### config.mk
export PLATFORM = sky130hd
export DESIGN_NAME = sound_arbiter
export DESIGN_NICKNAME = d
export VERILOG_FILES = /design/src/rtl/sound_arbiter.sv
export SDC_FILE = /design/constraint.sdc
export NUM_CORES = 1
export LEC_CHECK = 0
export BUFFER_PORTS_ARGS = -buffer_cell sky130_fd_sc_hd__buf_2
export CAP_MARGIN = 30
export CORE_ASPECT_RATIO = 0.7
export CORE_UTILIZATION = 49
export DETAILED_ROUTE_END_ITERATION = 16
export HOLD_SLACK_MARGIN = 0.08
export PLACE_DENSITY = 0.76
export SLEW_MARGIN = 20
export SYNTH_ARGS = -nofsm -noshare
export SYNTH_HDL_FRONTEND = slang
export SYNTH_SLANG_ARGS = --single-unit
### constraint.sdc
create_clock -name clk -period 2.55 [get_ports clk]
set_input_delay 0.3825 -clock clk [delete_from_list [all_inputs] [get_ports clk]]
set_output_delay 0.3825 -clock clk [all_outputs]
set_load 0.05 [all_outputs]
### src/rtl/sound_arbiter.sv
// sound_arbiter: shares the single note-playing engine (Sound) between NREQ
// requesters (index 0 = live keyboard). Round-robin grant, fields latched at
// grant, completion tracked through snd_over, silent gap before re-arbitration.
// Optional feature macro: PREEMPT_EN -- when defined, requester 0 preempts any
// other owner while its note is armed or playing.
module sound_arbiter #(
    parameter int unsigned NREQ    = 3,
    parameter int unsigned OCT_W   = 3,
    parameter int unsigned NOTE_W  = 3,
    parameter int unsigned LEN_W   = 3,
    parameter int unsigned GAP_CYC = 100000,
    parameter int unsigned ARM_TO  = 8
) (
    input  logic                     clk,
    input  logic                     rst,
    input  logic                     en,
    input  logic [NREQ-1:0]          req,
    input  logic [NREQ*OCT_W-1:0]    req_oct,
    input  logic [NREQ*NOTE_W-1:0]   req_note,
    input  logic [NREQ*LEN_W-1:0]    req_len,
    output logic [NREQ-1:0]          gnt,
    output logic [NREQ-1:0]          done,
    output logic                     aborted,
    output logic                     snd_start,
    output logic [OCT_W-1:0]         snd_oct,
    output logic [NOTE_W-1:0]        snd_note,
    output logic [LEN_W-1:0]         snd_len,
    input  logic                     snd_over,
    output logic                     busy
);

    localparam int unsigned IDX_W = (NREQ > 1) ? $clog2(NREQ) : 1;
    localparam int unsigned GAP_W = (GAP_CYC > 1) ? $clog2(GAP_CYC) : 1;
    localparam int unsigned ARM_W = (ARM_TO > 1) ? $clog2(ARM_TO) : 1;
    // Counters run 0 .. LAST; a zero gap behaves like a one-cycle gap
    localparam logic [GAP_W-1:0] GAP_LAST = (GAP_CYC > 0) ? GAP_W'(GAP_CYC - 1) : '0;
    localparam logic [ARM_W-1:0] ARM_LAST = (ARM_TO > 0) ? ARM_W'(ARM_TO - 1) : '0;
    localparam logic [IDX_W-1:0] LAST_RST = IDX_W'(NREQ - 1);

    typedef enum logic [2:0] {
        ST_IDLE  = 3'd0,
        ST_START = 3'd1,
        ST_ARMED = 3'd2,
        ST_PLAY  = 3'd3,
        ST_GAP   = 3'd4
    } state_t;

    state_t              state_r, state_s;
    logic [NREQ-1:0]     gnt_r, gnt_s;
    logic [NREQ-1:0]     done_r, done_s;
    logic                aborted_r, aborted_s;
    logic                start_r, start_s;
    logic [OCT_W-1:0]    oct_r, oct_s;
    logic [NOTE_W-1:0]   note_r, note_s;
    logic [LEN_W-1:0]    len_r, len_s;
    logic                busy_r, busy_s;
    logic [IDX_W-1:0]    last_r, last_s;
    logic [IDX_W-1:0]    owner_r, owner_s;
    logic [ARM_W-1:0]    arm_cnt_r, arm_cnt_s;
    logic [GAP_W-1:0]    gap_cnt_r, gap_cnt_s;

    logic [IDX_W:0]      cand_s;
    logic                win_found_s;
    logic [IDX_W-1:0]    win_idx_s;
    logic                preempt_s;

    function automatic logic [NREQ-1:0] onehot(input logic [IDX_W-1:0] idx);
        logic [NREQ-1:0] v;
        v      = '0;
        v[idx] = 1'b1;
        return v;
    endfunction

    // Round-robin scan: first set request after the last winner, wrapping
    always_comb begin
        win_found_s = 1'b0;
        win_idx_s   = last_r;
        cand_s      = '0;
        for (int k = 1; k <= int'(NREQ); k++) begin
            cand_s = {1'b0, last_r} + (IDX_W+1)'(k);
            if (cand_s >= (IDX_W+1)'(NREQ)) begin
                cand_s = cand_s - (IDX_W+1)'(NREQ);
            end else begin
                cand_s = cand_s;
            end
            if (!win_found_s && req[cand_s[IDX_W-1:0]]) begin
                win_found_s = 1'b1;
                win_idx_s   = cand_s[IDX_W-1:0];
            end else begin
                win_found_s = win_found_s;
            end
        end
    end

`ifdef PREEMPT_EN
    // Keyboard (requester 0) takes over an armed or playing note of another owner
    always_comb begin
        if ((state_r == ST_ARMED || state_r == ST_PLAY) && owner_r != '0 && req[0]) begin
            preempt_s = 1'b1;
        end else begin
            preempt_s = 1'b0;
        end
    end
`else
    // Without preemption the keyboard queues like any other requester
    always_comb begin
        preempt_s = 1'b0;
    end
`endif

    // Next-state and next-output logic; enable low overrides everything
    always_comb begin
        state_s   = state_r;
        gnt_s     = gnt_r;
        done_s    = '0;
        aborted_s = 1'b0;
        start_s   = 1'b0;
        oct_s     = oct_r;
        note_s    = note_r;
        len_s     = len_r;
        last_s    = last_r;
        owner_s   = owner_r;
        arm_cnt_s = arm_cnt_r;
        gap_cnt_s = gap_cnt_r;
        if (!en) begin
            state_s = ST_IDLE;
            gnt_s   = '0;
        end else if (preempt_s) begin
            done_s    = onehot(owner_r);
            aborted_s = 1'b1;
            gnt_s     = onehot('0);
            oct_s     = req_oct[OCT_W-1:0];
            note_s    = req_note[NOTE_W-1:0];
            len_s     = req_len[LEN_W-1:0];
            last_s    = '0;
            owner_s   = '0;
            state_s   = ST_START;
        end else begin
            case (state_r)
                ST_IDLE: begin
                    if (win_found_s) begin
                        gnt_s   = onehot(win_idx_s);
                        oct_s   = req_oct[win_idx_s * OCT_W +: OCT_W];
                        note_s  = req_note[win_idx_s * NOTE_W +: NOTE_W];
                        len_s   = req_len[win_idx_s * LEN_W +: LEN_W];
                        last_s  = win_idx_s;
                        owner_s = win_idx_s;
                        state_s = ST_START;
                    end else begin
                        state_s = ST_IDLE;
                    end
                end
                ST_START: begin
                    start_s   = 1'b1;
                    arm_cnt_s = '0;
                    state_s   = ST_ARMED;
                end
                ST_ARMED: begin
                    if (!snd_over) begin
                        state_s = ST_PLAY;
                    end else if (arm_cnt_r == ARM_LAST) begin
                        // Engine never started: treat as a zero-length note
                        done_s    = onehot(owner_r);
                        gnt_s     = '0;
                        gap_cnt_s = '0;
                        state_s   = ST_GAP;
                    end else begin
                        arm_cnt_s = arm_cnt_r + ARM_W'(1);
                    end
                end
                ST_PLAY: begin
                    if (snd_over) begin
                        done_s    = onehot(owner_r);
                        gnt_s     = '0;
                        gap_cnt_s = '0;
                        state_s   = ST_GAP;
                    end else begin
                        state_s = ST_PLAY;
                    end
                end
                ST_GAP: begin
                    if (gap_cnt_r == GAP_LAST) begin
                        state_s = ST_IDLE;
                    end else begin
                        gap_cnt_s = gap_cnt_r + GAP_W'(1);
                    end
                end
                default: begin
                    state_s = ST_IDLE;
                    gnt_s   = '0;
                end
            endcase
        end
        busy_s = (state_s != ST_IDLE);
    end

    // FSM state register
    always_ff @(posedge clk or posedge rst) begin
        if (rst) begin
            state_r <= ST_IDLE;
        end else begin
            state_r <= state_s;
        end
    end

    // Registered outputs, round-robin pointer, owner and counters
    always_ff @(posedge clk or posedge rst) begin
        if (rst) begin
            gnt_r     <= '0;
            done_r    <= '0;
            aborted_r <= 1'b0;
            start_r   <= 1'b0;
            oct_r     <= '0;
            note_r    <= '0;
            len_r     <= '0;
            busy_r    <= 1'b0;
            last_r    <= LAST_RST;
            owner_r   <= '0;
            arm_cnt_r <= '0;
            gap_cnt_r <= '0;
        end else begin
            gnt_r     <= gnt_s;
            done_r    <= done_s;
            aborted_r <= aborted_s;
            start_r   <= start_s;
            oct_r     <= oct_s;
            note_r    <= note_s;
            len_r     <= len_s;
            busy_r    <= busy_s;
            last_r    <= last_s;
            owner_r   <= owner_s;
            arm_cnt_r <= arm_cnt_s;
            gap_cnt_r <= gap_cnt_s;
        end
    end

    assign gnt       = gnt_r;
    assign done      = done_r;
    assign aborted   = aborted_r;
    assign snd_start = start_r;
    assign snd_oct   = oct_r;
    assign snd_note  = note_r;
    assign snd_len   = len_r;
    assign busy      = busy_r;

endmodule

==> results, run 1 <==
- After the first detailed-routing iteration, the DRC count stood at 182.
- For hold timing, the worst endpoint is snd_len[2]$_DFFE_PP0P_.
- Grouping stages by cell kind, the critical path spends the most delay in compound AO/OA/AOI/OAI gates.
- After synthesis, the share of flip-flops with an asynchronous set or reset is 100%.
- The worst vdd rail ir drop is 738 uV.
- The number of clock buffers added by TritonCTS is 5.
- The number of DRC violations after detailed routing is 0.
- At the worst endpoint, the required time is 2740 ps.
- The worst-case headroom to the max-slew limit is 60.0%.
- The area share of the leading cell type in the synthesized netlist is 42.5%.
- Of the synthesized area, sequential elements account for 43.6%.
- The number of instances in the placed design is 388.
- Counting every net in the synthesized netlist gives 300.
- In the final layout, the share of cells above drive strength 1 is 37.8%.
- The number of clock sinks is 43.
- The most used flip-flop cell after synthesis is sky130_fd_sc_hd__dfrtp_1.
- The cell row count is 21.
- The antenna cell count is 0.
- The post-route non-filler standard cell count is 400.
- Tracing the worst setup path back leads to its startpoint at last_r[1]$_DFFE_PP1P_.
- The worst register-to-register path ends at snd_len[1]$_DFFE_PP0P_.
- The final weighted congestion in routability-driven placement is 0.936.
- The element type at the critical path end is a flip-flop.
- Once detail routing completed, the nets flagged for antenna violations numbered 0.
- The total global-route track usage is 23.9%.
- The maximum buffer depth of the clock tree is 2.
- Setup repair after global routing could not meet its margin everywhere.
- The top-level port count is 52.
- The number of buffers and inverters on the critical path is 1.
- The count of buffers added on input and output ports is 50.
- For this run, the number of Yosys warnings is 0.
- The number of iterations in the first detailed-routing pass is 5.
- The number of H-tree levels is 2.
- The die boundary width is 86.9 um.
- The leakage power figure is 0.00152 uW.
- The die height is 61.4 um.
- The register bit total from synthesis is 43.
- The depth of the most critical reg-to-reg path is 8.
- The sum of net half-perimeters after detailed placement is 4.23 mm.
- At the end of the flow the core is filled with cells to 67.8%.
- At the end of the flow, the number of nets in the layout was 370.
- The tool flagged a number of max-cap violations equal to 0.
- The total power draw is 3870 uW.
- Clock tree synthesis selected as its root buffer the cell sky130_fd_sc_hd__clkbuf_8.
- The global-route wire length before repair is 9.60 mm.
- The critical-path cell with the highest stage delay is sky130_fd_sc_hd__dfstp_2.
- The signal arrival time at the worst endpoint is 2730 ps.
- In the final routed layout, each cell accounts on average for 16.2 um.
- The startpoint class of the critical path is a flip-flop.
- By area the synthesized netlist is led by sky130_fd_sc_hd__dfrtp_1, sky130_fd_sc_hd__nor2_1, sky130_fd_sc_hd__mux2_2.
- The measured slew at the worst slew-check pin is 596 ps.
- The die covers 0.00534 mm2.
- The aggregate global routing overflow is 0.
- The mapped netlist covers 0.00247 mm2.
- The worst register-to-register path has a setup slack of 20 ps.
- The core region is 0.00481 mm2.
- The layout has 360 filler cells.
- The gate count of the mapped netlist is 260.
- The power per unit of standard cell area is 1190 mW/mm2.
- Clock-pin slew was measured on the worst setup and hold paths at 80 ps.
- The critical path runs through a total of 8 cells.
- The run finished with clean final reports.
- The area added between synthesis and finish is 31.8%.
- The via count of the routed design is 2,303.
- The type of the setup path with the least slack is flip-flop to flip-flop.
- Setup violations remaining at the end of the flow were counted as 0.
- In this run the critical register-to-register path is launched from last_r[1]$_DFFE_PP1P_.
- The hold violation count in the final report is 0.
- The total length of routed wires is 6.49 mm.
- The largest area contributor in the netlist is sky130_fd_sc_hd__dfrtp_1.
- The max-slew violation count was 0.
- The later pin in the worst-skew pair is clocked with a latency of 300 ps.
- The worst setup skew after layout is 10.3 ps.
- The hold path startpoint is req_len[5].
- Entering global routing, the biggest net connects 29 pins.
- Each instance of the synthesized netlist takes up on average 9.50 um2.
- In the routed layout, each cell is associated on average with a via count of 5.76.
- Counting distinct cell types in the post-synthesis netlist gives 54.
- Traced cell by cell, the critical path runs through inv_2, ha_4, mux2i_4, o22ai_4, o311a_4, mux2_2, a221oi_4, nor2_1.
- The fraction of the cycle the final worst path needs is 99.4%.
- The initial core utilization is 51.4%.
- The number of enable flip-flop cells after synthesis is 0.
- The initial antenna violation count is 0.
- For this run, the top clock speed supported by timing is 0.395 GHz.
- The via count of the first global-routing pass is 1,902.
- The path class of the tightest hold or removal check is primary input to flip-flop.
- The largest fanout of any net on the critical path is 8.
- For this run, the slowest stage of the critical path takes 540 ps.
- TritonCTS built the clock tree.
- The worst hold path was traced through 3 stages.
- The worst path in the final design needs a cycle of 2530 ps, including I/O delays and setup.
[what timing repair did]
item                                    CTS  global route
endpoints found under the setup margin   12            12
gates resized for setup                  10            24
gates cloned                              0             1
pin swaps                                 1             7
hold buffers                              1             0
endpoints found under the hold margin    15             0
setup buffers                             0             2
[per-stage QoR]
step           TNS, ps  instance area, um2  hold WS [ps]  setup slack (ps)
2_1_floorplan        0                2470           447              31.3
3_3_place_gp     -1090                2900           386              -151
3_5_place_dp     -1850                2900           393              -249
4_1_cts              0                3090           337              27.5
5_1_grt           -305                3260           346             -89.0
6_report             0                3260           329              16.3
[placed cells by master, fill, tap and decap left out, types with 2 or more instances in the layout]
cell type | netlist | final
sky130_fd_sc_hd__and2_1 | 2 | 2
sky130_fd_sc_hd__and3_1 | 6 | 6
sky130_fd_sc_hd__ha_1 | 6 | 4
sky130_fd_sc_hd__a21oi_1 | 4 | 3
sky130_fd_sc_hd__clkbuf_8 | 1 | 6
sky130_fd_sc_hd__buf_4 | 5 | 21
sky130_fd_sc_hd__o311a_4 | 0 | 2
sky130_fd_sc_hd__a21o_1 | 5 | 5
sky130_fd_sc_hd__o211ai_1 | 3 | 3
sky130_fd_sc_hd__inv_2 | 0 | 2
sky130_fd_sc_hd__dfrtp_1 | 42 | 42
sky130_fd_sc_hd__xor2_1 | 8 | 8
sky130_fd_sc_hd__nand3_1 | 11 | 11
sky130_fd_sc_hd__nor2_2 | 1 | 2
sky130_fd_sc_hd__nor3_1 | 6 | 6
sky130_fd_sc_hd__nor3b_1 | 2 | 2
sky130_fd_sc_hd__or4b_4 | 2 | 2
sky130_fd_sc_hd__o31ai_1 | 3 | 2
sky130_fd_sc_hd__o21ai_0 | 15 | 15
sky130_fd_sc_hd__or3_1 | 2 | 2
sky130_fd_sc_hd__nand4_1 | 8 | 8
sky130_fd_sc_hd__a22o_1 | 2 | 2
sky130_fd_sc_hd__buf_2 | 1 | 50
sky130_fd_sc_hd__nand2b_1 | 6 | 6
sky130_fd_sc_hd__mux2_2 | 9 | 9
sky130_fd_sc_hd__inv_1 | 6 | 3
sky130_fd_sc_hd__a221oi_4 | 0 | 3
sky130_fd_sc_hd__ha_4 | 0 | 2
sky130_fd_sc_hd__a221oi_2 | 0 | 7
sky130_fd_sc_hd__nor2_1 | 38 | 37
sky130_fd_sc_hd__or4_1 | 3 | 3
sky130_fd_sc_hd__nand2_1 | 23 | 23
[cells by family (layout without fill, tap and decap cells)]
| kind of cell | count (synthesis) | in the layout | synth area share [%] |
|---|---|---|---|
| AOI/OAI and AO/OA | 54 | 55 | 16.4 |
| xor gates and xnor gates | 8 | 8 | 2.84 |
| adders and majority gates | 6 | 6 | 3.04 |
| buffers and inverters | 19 | 89 | 4.20 |
| DFF | 43 | 43 | 43.6 |
| muxes | 11 | 11 | 4.96 |
| other | 1 | 1 | 0.152 |
| and+or+nand+nor | 118 | 118 | 24.8 |
[cells in the mapped netlist, drive strengths merged, types with 2 or more instances]
cell type,instances
dfrtp,42
nor2,39
nand2,24
o21ai,15
nand3,11
a221oi,10
mux2,10
nand4,8
xor2,8
inv,7
and3,6
buf,6
clkbuf,6
ha,6
nand2b,6
nor3,6
a21o,5
a21oi,4
o211ai,3
o31ai,3
or4,3
a22o,2
and2,2
nor3b,2
nor4,2
or3,2
or4b,2
[where the power goes]
part,switching [uW],internal (uW)
combinational,1420,950
sequential,98.3,843
clock,243,317
[layer usage]
metal / GRT usage (%) / vias up / part of all wire, %
li1: - / 1093 / -
met1: 36.7 / 1121 / 48
met2: 33.7 / 81 / 45
met3: 4.42 / 8 / 5.3
met4: 8.57 / 0 / 1.3
met5: 0 / - / 0
[flip-flops by register name, summed over array words and instances (netlist names)]
name / count
arm_cnt_r: 3
busy: 1
done: 3
gap_cnt_r: 17
gnt: 3
last_r: 2
owner_r: 1
snd_len: 3
snd_note: 3
snd_oct: 3
snd_start: 1
state_r: 3
[final cells by class]
type | count | area (um2) | area share [%]
clock buffer | 6 | 82.6 | 2.53
clock inverter | 2 | 35.0 | 1.08
inverter | 7 | 28.8 | 0.883
multi-input combinational | 199 | 1500 | 46.0
sequential | 43 | 1080 | 33.1
tap | 69 | 86.3 | 2.65
timing repair buffer | 74 | 449 | 13.8
[tightest hold or removal path, cell delays in order]
cell	delay [ps]
sky130_fd_sc_hd__buf_2	90
sky130_fd_sc_hd__a221oi_2	50
sky130_fd_sc_hd__nor2_1	80
[worst max-delay path by stage]
stage	endpoint
3_3_place_gp	snd_len[1]$_DFFE_PP0P_
4_1_cts	snd_note[1]$_DFFE_PP0P_
6_report	snd_len[1]$_DFFE_PP0P_
3_5_place_dp	snd_note[2]$_DFFE_PP0P_
5_1_grt	snd_len[1]$_DFFE_PP0P_
2_1_floorplan	snd_len[2]$_DFFE_PP0P_
(Power assumes the default switching activity.)
==> inputs of run 2 (changes only) <==
==> config.mk (replaced) <==
export PLATFORM = sky130hd
export DESIGN_NAME = sound_arbiter
export DESIGN_NICKNAME = d
export VERILOG_FILES = /design/src/rtl/sound_arbiter.sv
export SDC_FILE = /design/constraint.sdc
export NUM_CORES = 1
export LEC_CHECK = 0
export CAP_MARGIN = 30
export CORE_ASPECT_RATIO = 0.7
export CORE_UTILIZATION = 57
export DETAILED_ROUTE_END_ITERATION = 16
export DONT_BUFFER_PORTS = 1
export HOLD_SLACK_MARGIN = 0.08
export PLACE_DENSITY = 0.75
export SLEW_MARGIN = 20
export SYNTH_ARGS = -nofsm -noshare
export SYNTH_HDL_FRONTEND = slang
export SYNTH_SLANG_ARGS = --single-unit
==> results, run 2 (synthesis results as in run 1) <==
- Run status: completed (unchanged).
- The pin count of the biggest net entering global routing came to 21 (was 29).
- The signal arrival time at the worst endpoint is 2710 ps (was 2730 ps).
- The internal power summed over all cells came to 1800 uW (was 2110 uW).
- The worst hold path endpoint is state_r[2]$_DFF_PP0_ (was snd_len[2]$_DFFE_PP0P_).
- The commonest non-fill, non-tap cell in the layout is sky130_fd_sc_hd__dfrtp_1 (was sky130_fd_sc_hd__buf_2).
- The area of the die is 0.00461 mm2 (was 0.00534 mm2).
- The switching share of power came to 46.3% (was 45.4%).
- The maximum buffer depth of the clock tree is 2 (unchanged).
- The clock slew seen by the registers of the worst setup and hold paths is 80 ps (about the same).
- The number of H-tree levels was 2 (unchanged).
- The wire length per cell after detailed routing is 17.1 um (was 16.2 um).
- The total met2 wirelength after detailed routing came to 2.47 mm (was 2.95 mm).
- Most frequent cells in the layout: sky130_fd_sc_hd__dfrtp_1, sky130_fd_sc_hd__nor2_1, sky130_fd_sc_hd__nand2_1, sky130_fd_sc_hd__buf_4, sky130_fd_sc_hd__o21ai_0 (was sky130_fd_sc_hd__buf_2, sky130_fd_sc_hd__dfrtp_1, sky130_fd_sc_hd__nor2_1, sky130_fd_sc_hd__nand2_1, sky130_fd_sc_hd__buf_4).
- The area added between synthesis and finish is 15.4% (was 31.8%).
- The register-to-register setup slack is 20 ps (about the same).
- The number of flip-flops under the largest register name is 17 (unchanged).
- The met3 routed wirelength is 330 um (was 346 um).
- The type of the setup path with the least slack is flip-flop to flip-flop (unchanged).
- The leakage power figure is 0.00126 uW (was 0.00152 uW).
- The post-route antenna net violation count is 0 (unchanged).
- The total power draw is 3360 uW (was 3870 uW).
- The measured slew at the worst slew-check pin came to 889 ps (was 596 ps).
- The cell row count is 19 (was 21).
- The share of the core filled with cells in the final layout is 70.6% (was 67.8%).
- The worst vdd rail ir drop is 1110 uV (was 738 uV).
- The number of maximum-capacitance violations is 0 (unchanged).
- The combinational share of power is 48.4% (was 61.2%).
- The largest fanout of any net on the critical path was 9 (was 8).
- The via density per instance is 6.39 (was 5.76).
- The total length of routed wires was 5.65 mm (was 6.49 mm).
- The sum of net half-perimeters after detailed placement is 4.00 mm (was 4.23 mm).
- The via count of the first global-routing pass is 1,814 (was 1,902).
- The net switching power is 1550 uW (was 1760 uW).
- The total global-route track usage came to 26.1% (was 23.9%).
- The top-level port count came to 52 (unchanged).
- The highest achievable clock rate is 0.396 GHz (was 0.395 GHz).
- The hold path startpoint is en (was req_len[5]).
- The initial antenna violation count is 0 (unchanged).
- The number of port buffers is 0 (was 50).
- The TritonCTS buffer count is 5 (unchanged).
- The CTS tree is done (unchanged).
- The capture instance of the worst register-to-register path is snd_len[0]$_DFFE_PP0P_ (was snd_len[1]$_DFFE_PP0P_).
- The max-slew violation count is 0 (unchanged).
- The worst-case headroom to the max-slew limit came to 40.2% (was 60.0%).
- The die height is 57.1 um (was 61.4 um).
- The fraction of power consumed by sequential logic was 39.0% (was 24.3%).
- The register bank with the most flops is gap_cnt_r (unchanged).
- The relative contribution of the clock network to total power is 12.6% (was 14.5%).
- The element type at the critical path end is a flip-flop (unchanged).
- The number of iterations in the first detailed-routing pass is 5 (unchanged).
- The hold-critical path depth is 2 (was 3).
- The placeable core area is 0.00404 mm2 (was 0.00481 mm2).
- The number of endpoints failing setup at the final stage is 0 (unchanged).
- The number of DRC violations after detailed routing is 0 (unchanged).
- The post-layout minimum cycle time came to 2530 ps (about the same).
- The die boundary width was 80.7 um (was 86.9 um).
- The cell chosen for the clock root is sky130_fd_sc_hd__clkbuf_8 (unchanged).
- The clock insertion delay at the later pin of the skew report is 290 ps (was 300 ps).
- The global-route wire length before repair is 9.11 mm (was 9.60 mm).
- The met1 wire length came to 2.83 mm (was 3.10 mm).
- The aggregate global routing overflow is 0 (unchanged).
- The initial core utilization came to 61.1% (was 51.4%).
- The startpoint of the most critical register-to-register path was last_r[1]$_DFFE_PP1P_ (unchanged).
- The power per unit of standard cell area was 1180 mW/mm2 (was 1190 mW/mm2).
- The antenna cell count is 0 (unchanged).
- The depth of the most critical reg-to-reg path is 9 (was 8).
- The highest routed metal layer is met4 (unchanged).
- The via count of the routed design was 2,116 (was 2,303).
- The hold violation count in the final report is 0 (unchanged).
- RSZ-0062 raised after global routing: yes (unchanged).
- The class of the tightest hold or removal check is primary input to flip-flop (unchanged).
- The worst setup skew after layout is 7.51 ps (was 10.3 ps).
- The worst path required time is 2730 ps (was 2740 ps).
- The number of clock sinks was 43 (unchanged).
- The share of cells above drive strength 1 is 22.2% (was 37.8%).
- The startpoint class of the critical path is a flip-flop (unchanged).
- The fraction of the cycle the final worst path needs is 99.1% (was 99.4%).
- The final weighted congestion in routability-driven placement is 0.882 (was 0.936).
- The final net count came to 318 (was 370).
- The number of DRC markers in iteration 0 is 169 (was 182).
## run 2: changes by cell type in the layout (fill, tap and decap cells not counted), sizes merged
cell,previous run,this run
buf,73,21
clkbuf,6,5
bufinv,1,0
clkinvlp,0,2
## run 2: metrics by stage
| step | TNS, ps | area [um2] | instances | setup slack [ps] | hold slack [ps] |
|---|---|---|---|---|---|
| after global routing | -222 | 2850 | 331 | -44.6 | 235 |
| after floorplan | 0 | 2470 | 260 | 31.3 | 447 |
| after detailed placement | -2760 | 2620 | 319 | -322 | 257 |
| after CTS | 0 | 2790 | 329 | 28.0 | 236 |
| final | 0 | 2850 | 331 | 22.8 | 245 |
| after global placement | -1580 | 2600 | 318 | -157 | 442 |
## run 2: cell type report
class | instances | area, um2
multi-input combinational | 199 | 1400
fill | 295 | 1190
sequential | 43 | 1080
timing repair buffer | 22 | 188
clock buffer | 5 | 68.8
tap | 52 | 65.1
inverter | 7 | 28.8
clock inverter | 3 | 20.0
## run 2: worst max path at each step
stage / depth (start not counted) / from / endpoint
finish: 9 / last_r[1]$_DFFE_PP1P_ / snd_len[0]$_DFFE_PP0P_
global route: 9 / last_r[1]$_DFFE_PP1P_ / snd_len[1]$_DFFE_PP0P_
CTS: 8 / last_r[1]$_DFFE_PP1P_ / snd_len[0]$_DFFE_PP0P_
detailed placement: 8 / last_r[1]$_DFFE_PP1P_ / snd_len[0]$_DFFE_PP0P_
global placement: 8 / last_r[1]$_DFFE_PP1P_ / snd_len[0]$_DFFE_PP0P_
floorplan: 9 / last_r[1]$_DFFE_PP1P_ / snd_len[2]$_DFFE_PP0P_
## run 2: timing repair
| action | 4_1_cts | 5_1_grt |
|---|---|---|
| resized for setup | 10 | 8 |
| pin swaps | 1 | 2 |
| hold buffers | 1 | 0 |
| buffers inserted | 0 | 2 |
| endpoints found under the setup margin | 16 | 13 |
| endpoints found under the hold margin | 9 | 0 |
| cloned | 1 | 0 |
## run 2: worst max-delay path: stages, from the launching register on
cell	delay (ps)
sky130_fd_sc_hd__dfstp_2	540
sky130_fd_sc_hd__inv_1	70
sky130_fd_sc_hd__ha_4	290
sky130_fd_sc_hd__buf_4	140
sky130_fd_sc_hd__a221oi_2	240
sky130_fd_sc_hd__buf_4	180
sky130_fd_sc_hd__o311a_4	240
sky130_fd_sc_hd__mux2_2	350
sky130_fd_sc_hd__a221oi_1	290
sky130_fd_sc_hd__nor2_1	80
## run 2: power by group through the flow
stage                     clock network, uW  registers [uW]  logic [uW]
final                                   422            1310        1630
after CTS                               435            1310        1470
after global routing                    472            1330        1770
after floorplan                           0            1280         938
after detailed placement                  0            1320        1320
after global placement                    0            1320        1270
## run 2: per-layer routing
metal | GRT usage [%] | vias to the layer above
met3 | 5.60 | 4
met4 | 4.08 | 0
met2 | 35.8 | 74
li1 | - | 989
met1 | 42.5 | 1049
met5 | 0 | -
